<file path="src/rtl/csa_seq_ctrl.sv">
// rtl/csa_seq_ctrl.sv - chunk-serial wide adder around one narrow CSA; optional subtract via CSA_SEQ_SUB_EN

// Narrow chunk adder: {co,sum} = a + b + ci
module CSA #(
  parameter int N = 3
) (
  input  logic [N-1:0] a,
  input  logic [N-1:0] b,
  input  logic         ci,
  output logic [N-1:0] sum,
  output logic         co
);
  assign {co, sum} = {1'b0, a} + {1'b0, b} + {{N{1'b0}}, ci};
endmodule

module csa_seq_ctrl #(
  parameter int N      = 3,
  parameter int CHUNKS = 4
) (
  input  logic                clk,
  input  logic                rst_n,
  input  logic                start,
  input  logic [N*CHUNKS-1:0] a,
  input  logic [N*CHUNKS-1:0] b,
  input  logic                ci,
`ifdef CSA_SEQ_SUB_EN
  input  logic                sub,
`endif
  output logic                busy,
  output logic                done,
  output logic [N*CHUNKS-1:0] sum,
  output logic                co
);
  localparam int W  = N * CHUNKS;
  localparam int IW = $clog2(CHUNKS);
  localparam logic [IW-1:0] LAST_IDX = IW'(CHUNKS - 1);

  typedef enum logic [1:0] {
    S_IDLE = 2'd0,
    S_RUN  = 2'd1,
    S_DONE = 2'd2
  } state_t;

  state_t          state_q, state_d;
  logic [IW-1:0]   idx_q, idx_d;
  logic            carry_q, carry_d;
  logic [W-1:0]    opa_q, opa_d;
  logic [W-1:0]    opb_q, opb_d;
  logic [W-1:0]    acc_q, acc_d;
  logic [W-1:0]    sum_q, sum_d;
  logic            co_q, co_d;
  logic            busy_q, busy_d;
  logic            done_q, done_d;

  logic [N-1:0]    csa_a, csa_b, csa_sum;
  logic            csa_co;
  logic            accept;

  // Operand chunk selected by the current index; the only carry path between chunks is carry_q
  assign csa_a = opa_q[idx_q*N +: N];
  assign csa_b = opb_q[idx_q*N +: N];

  CSA #(.N(N)) u_csa (
    .a   (csa_a),
    .b   (csa_b),
    .ci  (carry_q),
    .sum (csa_sum),
    .co  (csa_co)
  );

  assign accept = start && (state_q == S_IDLE || state_q == S_DONE);

  // Next-state: accept latches operands, RUN steps one chunk per cycle, DONE pulses for one cycle
  always_comb begin
    state_d = state_q;
    idx_d   = idx_q;
    carry_d = carry_q;
    opa_d   = opa_q;
    opb_d   = opb_q;
    acc_d   = acc_q;
    sum_d   = sum_q;
    co_d    = co_q;

    if (accept) begin
      opa_d   = a;
`ifdef CSA_SEQ_SUB_EN
      opb_d   = sub ? ~b : b;
      carry_d = sub ? 1'b1 : ci;
`else
      opb_d   = b;
      carry_d = ci;
`endif
      idx_d   = '0;
      state_d = S_RUN;
    end else begin
      case (state_q)
        S_RUN: begin
          acc_d[idx_q*N +: N] = csa_sum;
          carry_d = csa_co;
          idx_d   = idx_q + 1'b1;
          if (idx_q == LAST_IDX) begin
            sum_d   = acc_d;
            co_d    = csa_co;
            idx_d   = '0;
            state_d = S_DONE;
          end
        end
        S_DONE:  state_d = S_IDLE;
        default: state_d = S_IDLE;
      endcase
    end

    busy_d = (state_d == S_RUN);
    done_d = (state_d == S_DONE);
  end

  // All state and outputs registered; asynchronous reset discards any in-flight add
  always_ff @(posedge clk or negedge rst_n) begin
    if (!rst_n) begin
      state_q <= S_IDLE;
      idx_q   <= '0;
      carry_q <= 1'b0;
      opa_q   <= '0;
      opb_q   <= '0;
      acc_q   <= '0;
      sum_q   <= '0;
      co_q    <= 1'b0;
      busy_q  <= 1'b0;
      done_q  <= 1'b0;
    end else begin
      state_q <= state_d;
      idx_q   <= idx_d;
      carry_q <= carry_d;
      opa_q   <= opa_d;
      opb_q   <= opb_d;
      acc_q   <= acc_d;
      sum_q   <= sum_d;
      co_q    <= co_d;
      busy_q  <= busy_d;
      done_q  <= done_d;
    end
  end

  assign busy = busy_q;
  assign done = done_q;
  assign sum  = sum_q;
  assign co   = co_q;
endmodule
</file>
<file path="config.mk">
export PLATFORM = sky130hd
export DESIGN_NAME = csa_seq_ctrl
export DESIGN_NICKNAME = d
export VERILOG_FILES = /design/src/rtl/csa_seq_ctrl.sv
export SDC_FILE = /design/constraint.sdc
export NUM_CORES = 1
export LEC_CHECK = 0
export BUFFER_PORTS_ARGS = -buffer_cell sky130_fd_sc_hd__buf_2
export CAP_MARGIN = 15
export CORE_MARGIN = 1.5
export CORE_UTILIZATION = 50
export CTS_CLUSTER_DIAMETER = 120
export CTS_CLUSTER_SIZE = 16
export DETAILED_ROUTE_END_ITERATION = 7
export MAX_ROUTING_LAYER = met4
export PLACE_DENSITY = 0.83
export SLEW_MARGIN = 40
export SYNTH_ARGS = -nofsm -noshare
export SYNTH_HDL_FRONTEND = slang
export SYNTH_HIERARCHICAL = 1
export SYNTH_SLANG_ARGS = --single-unit
</file>
<file path="constraint.sdc">
create_clock -name clk -period 2.6 [get_ports clk]
set_input_delay 0 -clock clk [delete_from_list [all_inputs] [get_ports clk]]
set_output_delay 0 -clock clk [all_outputs]
set_load 0.05 [all_outputs]
</file>
* Yosys cells after proc, flatten, opt, wreduce, memory -nomap -nowiden
Index checks and enable logic that the tools add are counted.
** Word-level totals
- Register bits after elaboration :: 56
- Word-level logic and storage cells :: 40
** Cells by class
- Add/sub/neg operators :: 4
- $mul :: 1
- Equality and inequality tests :: 5
- Shift operators :: 4
- Muxes and demuxes :: 9
- Bitwise logic cells :: 1
- Reduce and logical (&&, ||, !) cells :: 6
** Operators by type and width (count)
- negator 4 -> 34 bit :: 1
- variable shift 3 x 34 -> 12 bit, first input constant :: 1
- indexed part select 3 x 34 -> 12 bit :: 1
- indexed part select 12 x 5 -> 3 bit :: 2
- bitwise mux 12 bit :: 1
- 2-to-1 mux 2 bit :: 6
- equality test 2 bit, second input constant :: 3
- adder 3 x 3 -> 4 bit :: 1
- adder 4 x 1 -> 4 bit :: 1
- equality test 2 x 1 -> 1 bit, second input constant :: 2
- multiplier 2 x 2 -> 4 bit, second input constant :: 1
- AND reduction 3 bit :: 1
- adder 2 x 1 -> 2 bit, second input constant :: 1
- logical NOT 2 bit :: 1
- 2-to-1 mux 1 bit :: 2
- AND reduction 2 bit :: 1
- nonzero test 2 bit :: 1
- logical AND 1 bit :: 1
- logical OR 1 bit :: 1
- inverter 1 bit :: 1

* Logic depth before layout (Yosys ltp)
Gate-level depths: netlist (run 1).
- Depth in word-level cells :: 6
- Depth in mapped cells :: 8
- Depth with buffers taken out :: 7

* Modules after synthesis
The synthesis (run 1) kept the hierarchy.
** By module, submodules not included
- csa_seq_ctrl :: instances 1, cells each 191, area an instance 2548.7 µm², sequential area each 1401.3 µm²
- CSA :: instances 1, cells each 15, area an instance 113.9 µm², sequential area each 0.0 µm²

* Least setup slack after synthesis (run 1)
No wires, ideal clock.
- Path kind :: register to register
- From :: register idx_q[0]
- To :: register acc_q[2]
- Setup time :: 0.083 ns
- Data arrival time :: 2.437 ns
- Data required time :: 2.517 ns
- Setup slack :: 0.080 ns
- Stages on the path, launching flop included :: 9
- Path buffers :: 1
- Period minus slack after synthesis :: 2.520 ns
- Cells stage by stage :: dfrtp_1 buf_6 mux4_2 inv_1 fa_1 fa_1 xnor2_1 a31oi_1 o21ai_0
** Between the ends
- Cells in the longest elaborated chain, start to end :: 6
- Elaborated cells on any way between the ends :: 9
** RTL lines
- from (decl) :: RTL line 45 : logic [IW-1:0] idx_q, idx_d;
- from (signal assigned) :: RTL line 132 : idx_q <= idx_d;
- multiplier 2 x 2 -> 4 bit :: RTL line 60 : assign csa_a = opa_q[idx_q*N +: N];
- indexed part select 12 x 5 -> 3 bit :: RTL line 60
- via csa_a[0] :: RTL line 55 : logic [N-1:0] csa_a, csa_b, csa_sum;
- adder 3 x 3 -> 4 bit :: RTL line 13 : assign {co, sum} = {1'b0, a} + {1'b0, b} + {{N{1'b0}}, ci};
- adder 4 x 1 -> 4 bit :: RTL line 13
- via csa_sum[2] :: RTL line 55
- indexed part select 3 x 34 -> 12 bit :: RTL line 98 : acc_d[idx_q*N +: N] = csa_sum;
- bitwise mux 12 bit :: RTL line 98
- to (signal assigned) :: RTL line 125 : acc_q <= '0;
- to (signal assigned) :: RTL line 136 : acc_q <= acc_d;
- to (decl) :: RTL line 49 : logic [W-1:0] acc_q, acc_d;
The timed path passes the listed nets, and every way through them passes these cells.
A chain may end at the register's enable or synchronous reset.

* Worst setup path in the final report (run 1)
Same ends and word-level chain as after synthesis.

==> run summary, run 1 <==
largest family of logic cells by synthesized area -> multiplexers
Final Critical Period -> 2.43 ns
Buffers on Ports -> 42
HP Class -> primary input to asynchronous set/reset pin
Critical Path AT -> 2.66 ns
chip height -> 76.0 um
setup tns final -> 0 ns
# setup viols final -> 0
Mapped Area -> 2660 um2
Worst-path clk slew -> 0.10 ns
RSZ-0062 raised after global routing -> no
synth unique cells -> 33
placed inst area -> 2910 um2
DR vias/cell -> 5.17
post-DR wirelength/cell -> 15.0 um
Main synth FF type -> dfrtp_1
Worst Path Required -> 2.82 ns
Post-DP HPWL -> 3490 um
final WL -> 5210 um
commonest non-fill, non-tap cell in the layout -> dfrtp_1
Die X -> 76.0 um
Setup crit end kind -> flop
actual slew at the worst max-slew pin -> 0.498 ns
Core ar. -> 5110 um2
Synth top area share -> 52.6%
dpl cells -> 313
FF+latch count, synth -> 56
design area -> 3280 um2
Synth async-reset ratio -> 100%
Rows -> 26
routed vias -> 1793
initial detailed-routing violation count -> 112
Post-DRT Antenna Nets -> 0
syn_nets -> 244
Mapped Cells -> 206
Synth Area in XOR/XNOR -> 0.329%
Compound-Gate Fraction of Synth Area -> 11.2%
CTS Buffer Depth -> 2
Hold Fails Final Rpt -> 0
gr ovfl total -> 0
f_max -> 411 MHz
multiplexer area fraction after synthesis -> 16.2%
fin crit share -> 93.6%
residual DRC count -> 0
initial antenna violation count -> 0
status -> complete, no violations
first-pass GRT wire length -> 8810 um
die footprint -> 5770 um2
non-filler cells, final -> 347
Warnings, synthesis -> 6
EDFF count, synth -> 0
postcts setup bufs -> 0
Max Slew Vio Count -> 0
syn avg cell area -> 12.9 um2
vias in the first global route -> 1894
CTS H-tree lvls -> 2
CTS tree -> built
max_slew headroom -> 66.8%
Fin Hold WS -> 0.185 ns
number of detailed-routing iterations run before antenna repair -> 4
gr usage total -> 20.0%
crit path max fanout -> 7
Sinks on Clock Net -> 56
number of diodes -> 0
Root Buffer -> clkbuf_8
Ports -> 43
largest net degree at the start of global routing -> 36
Filler cells -> 408
top area cells in the synthesized netlist -> dfrtp_1 53%, mux2_2 9.7%, mux4_2 4.2%
GPL Wtd Cong -> 0.901
Setup crit start kind -> flop
Clock Latency Late Sink -> 0.31 ns
crit path kind -> flop to flop
Nets -> 314
Max Cap Violations -> 0
share of cells above drive strength 1 -> 34.3%
simple-gate share of the synthesized area -> 9.26%
Yosys top cell by area -> dfrtp_1
most frequent cells in the layout -> 56 x dfrtp_1, 42 x buf_2, 26 x dlygate4sd3_1
Initial Util -> 52.1%
sequential area share after synthesis -> 52.6%
clock skew -> 0.00936 ns
Post-Synth Adder-Cell Area -> 5.26%
clock buffer count from CTS -> 5
P&R area growth vs syn -> 23.2%
[routing by layer]
metal  GRT usage, %  up-vias  share of wire (%)
met5              -        -                  0
met4           6.11        0               0.63
met3           4.91        4                4.5
met2           34.9       46                 52
met1           23.0      871                 42
li1               -      872                  -
[critical path, cell delays in order, from the launching register on]
cell	delay (ns)
dfrtp_1	0.44
mux4_2	0.35
inv_1	0.05
fa_1	0.45
fa_1	0.46
xnor2_4	0.28
a31oi_1	0.15
o21ai_0	0.16
[state kept, by name, indices dropped and copies added, names as in the netlist]
signal,count
sum,12
state_q,2
busy,1
done,1
carry_q,1
opa_q,12
co,1
acc_q,12
opb_q,12
idx_q,2
[path summary, 6_finish.rpt]
| kind | from | to | slack, ns | depth (start not counted) |
|---|---|---|---|---|
| worst max-delay path | idx_q[0] | acc_q[2] | 0.17 | 7 |
| worst min-delay path | rst_n | sum[2] | 0.18 | 2 |
| worst max register to register | idx_q[0] | acc_q[2] | 0.17 | 7 |
| worst min register to register | acc_q[0] | acc_q[0] | 0.49 | 2 |
| max in group asynchronous | rst_n | opa_q[10] | 1.59 | 3 |
| min in group clk | start | state_q[0] | 0.20 | 3 |
[cells by family (layout without fill, tap and decap cells)]
family,count (synthesis),after routing
compound gates,43,43
xor+xnor,1,1
fa+ha+maj,10,10
buf+inv,21,92
flops,56,56
mux,32,32
simple gates,43,43
[cell type report]
cell class	instances	area (um2)	area share, %
clock buffer	7	86.3	2.63
clock inverter	1	7.51	0.229
inverter	10	37.5	1.14
multi-input combinational	129	1140	34.9
sequential	56	1400	42.7
tap	70	87.6	2.67
timing repair buffer	74	515	15.7
[per-stage QoR]
step	worst slack, ns	utilization, %
global placement	-0.0264	56.9
detailed placement	-0.112	56.9
finish	0.167	64.2
global route	0.0280	64.2
CTS	0.0991	64.0
floorplan	0.0800	-
[synthesized netlist by cell type (5+ instances only)]
cell,number
a21oi_2,6
a21oi_1,16
nor2b_1,12
nor2_1,12
ha_1,8
dfrtp_1,56
nand2_1,9
mux2_2,23
inv_1,10
a32o_1,9
mux4_2,5
[repair_timing]
action                                 4_1_cts  5_1_grt
gates resized for setup                      1        2
hold buffers                                26        0
endpoints found under the hold margin       46        0
setup endpoints to repair                    4        5
cloned                                       0        0
Power of run 1 is left out: the tool's default activity adds up to more than one toggle a clock period on the data nets, which glitch-free logic cannot reach.
==> run 2, diff against run 1 <==
==> constraint.sdc (replaced) <==
create_clock -name clk -period 2.6 [get_ports clk]
set_input_delay 0.13 -clock clk [delete_from_list [all_inputs] [get_ports clk]]
set_output_delay 0.13 -clock clk [all_outputs]
set_load 0.05 [all_outputs]
==> run summary, run 2 (synthesis results as in run 1) <==
clock skew -> 0.0104 ns
Hold Fails Final Rpt -> 0
metal3 WL -> 239 um
clock buffer count from CTS -> 5
f_max -> 410 MHz
HP Class -> primary input to flop
Rows -> 26
status -> complete, no violations
gr usage total -> 18.8%
Setup crit end kind -> flop
Setup crit start kind -> flop
Crit. path cell count -> 7
Post-DP HPWL -> 3490 um
CP startpoint -> idx_q[0]
Worst Path Required -> 2.82 ns
Buffers on Ports -> 42
Max Cap Violations -> 0
gr ovfl total -> 0
critical path's largest stage delay -> 0.47 ns
Core ar. -> 5110 um2
Critical Path AT -> 2.66 ns
r2r startpoint -> idx_q[0]
crit path kind -> flop to flop
Sinks on Clock Net -> 56
final WL -> 4890 um
P&R area growth vs syn -> 13.8%
Die X -> 76.0 um
final core utilization -> 59.3%
number of diodes -> 0
Max Slew Vio Count -> 0
most frequent cell on the critical path -> fa_1
actual slew at the worst max-slew pin -> 0.500 ns
Initial Util -> 52.1%
# setup viols final -> 0
Clock Latency Late Sink -> 0.31 ns
first-pass GRT wire length -> 8250 um
most frequent cells in the layout -> 56 x dfrtp_1, 42 x buf_2, 23 x mux2_2
die footprint -> 5770 um2
Fin Hold WS -> 0.0378 ns
RSZ-0062 raised after global routing -> no
initial detailed-routing violation count -> 109
chip height -> 76.0 um
r2r worst-path depth -> 7
CTS H-tree lvls -> 2
design area -> 3030 um2
residual DRC count -> 0
slowest stage cell on the critical path -> fa_1
r2r endpoint -> acc_q[2]
met2 WL -> 2520 um
Ports -> 43
R2R Setup Slk -> 0.16 ns
max_slew headroom -> 66.7%
routed vias -> 1695
Final Critical Period -> 2.44 ns
Worst-path clk slew -> 0.09 ns
CP delay by family, top -> adder cells
initial antenna violation count -> 0
share of cells above drive strength 1 -> 37.7%
CTS tree -> built
crit path max fanout -> 7
CTS Buffer Depth -> 2
Metal-1 WL -> 2100 um
Max Used Layer -> met4
placed inst area -> 2910 um2
vias in the first global route -> 1734
Post-DRT Antenna Nets -> 0
Nets -> 289
largest net degree at the start of global routing -> 36
CP bufs+invs -> 1
DR vias/cell -> 5.26
fin crit share -> 93.7%
CP endpoint -> acc_q[2]
cells along the critical path -> mux4_2 > inv_1 > fa_1 > fa_1 > xnor2_4 > a31oi_1 > o21ai_0
commonest non-fill, non-tap cell in the layout -> dfrtp_1
number of detailed-routing iterations run before antenna repair -> 4
GPL Wtd Cong -> 0.901
post-DR wirelength/cell -> 15.2 um
Root Buffer -> clkbuf_8
-- run 2: cell types whose count changed in the layout (fill, tap and decap cells not counted) --
cell and change:
dlygate4sd3_1 -25
-- run 2: worst min path at each step --
stage               startpoint  cells after the start         to  slack [ns]
CTS                         ci                      3    carry_q        0.03
floorplan                rst_n                      0   acc_q[0]       -0.17
global placement         rst_n                      1       done        0.12
detailed placement       rst_n                      1     sum[1]        0.12
finish                      ci                      3    carry_q        0.04
global route             a[10]                      2  opa_q[10]        0.02
-- run 2: stage by stage --
| step | setup WS [ns] | std cells | setup TNS (ns) |
|---|---|---|---|
| after floorplan | 0.0800 | 206 | 0 |
| after global placement | -0.0264 | 313 | -0.0471 |
| after detailed placement | -0.112 | 313 | -0.271 |
| after CTS | 0.0991 | 322 | 0 |
| after global routing | 0.0262 | 322 | 0 |
| final | 0.163 | 322 | 0 |
-- run 2: per-layer routing --
metal / GRT usage [%] / vias to the layer above
met5: - / -
li1: - / 822
met4: 5.56 / 0
met3: 5.27 / 4
met1: 22.5 / 825
met2: 31.3 / 44
-- run 2: area by class of cell --
| class | instances | area, um2 |
|---|---|---|
| clock buffer | 7 | 86.3 |
| clock inverter | 1 | 7.51 |
| fill | 432 | 2080 |
| inverter | 10 | 37.5 |
| multi-input combinational | 129 | 1140 |
| sequential | 56 | 1400 |
| tap | 70 | 87.6 |
| timing repair buffer | 49 | 265 |
-- run 2: what timing repair did --
action	4_1_cts	5_1_grt
hold endpoints to repair	21	0
hold buffers	1	0
setup endpoints to repair	4	5
buffers inserted	0	0
resized for setup	1	2
-- run 2: worst reg2reg max path: stages, from the launching register on --
cell and delay, ns:
dfrtp_1 0.44, mux4_2 0.35, inv_1 0.05, fa_1 0.45
fa_1 0.47, xnor2_4 0.28, a31oi_1 0.15, o21ai_0 0.16
Power of run 2 is left out for the same reason.
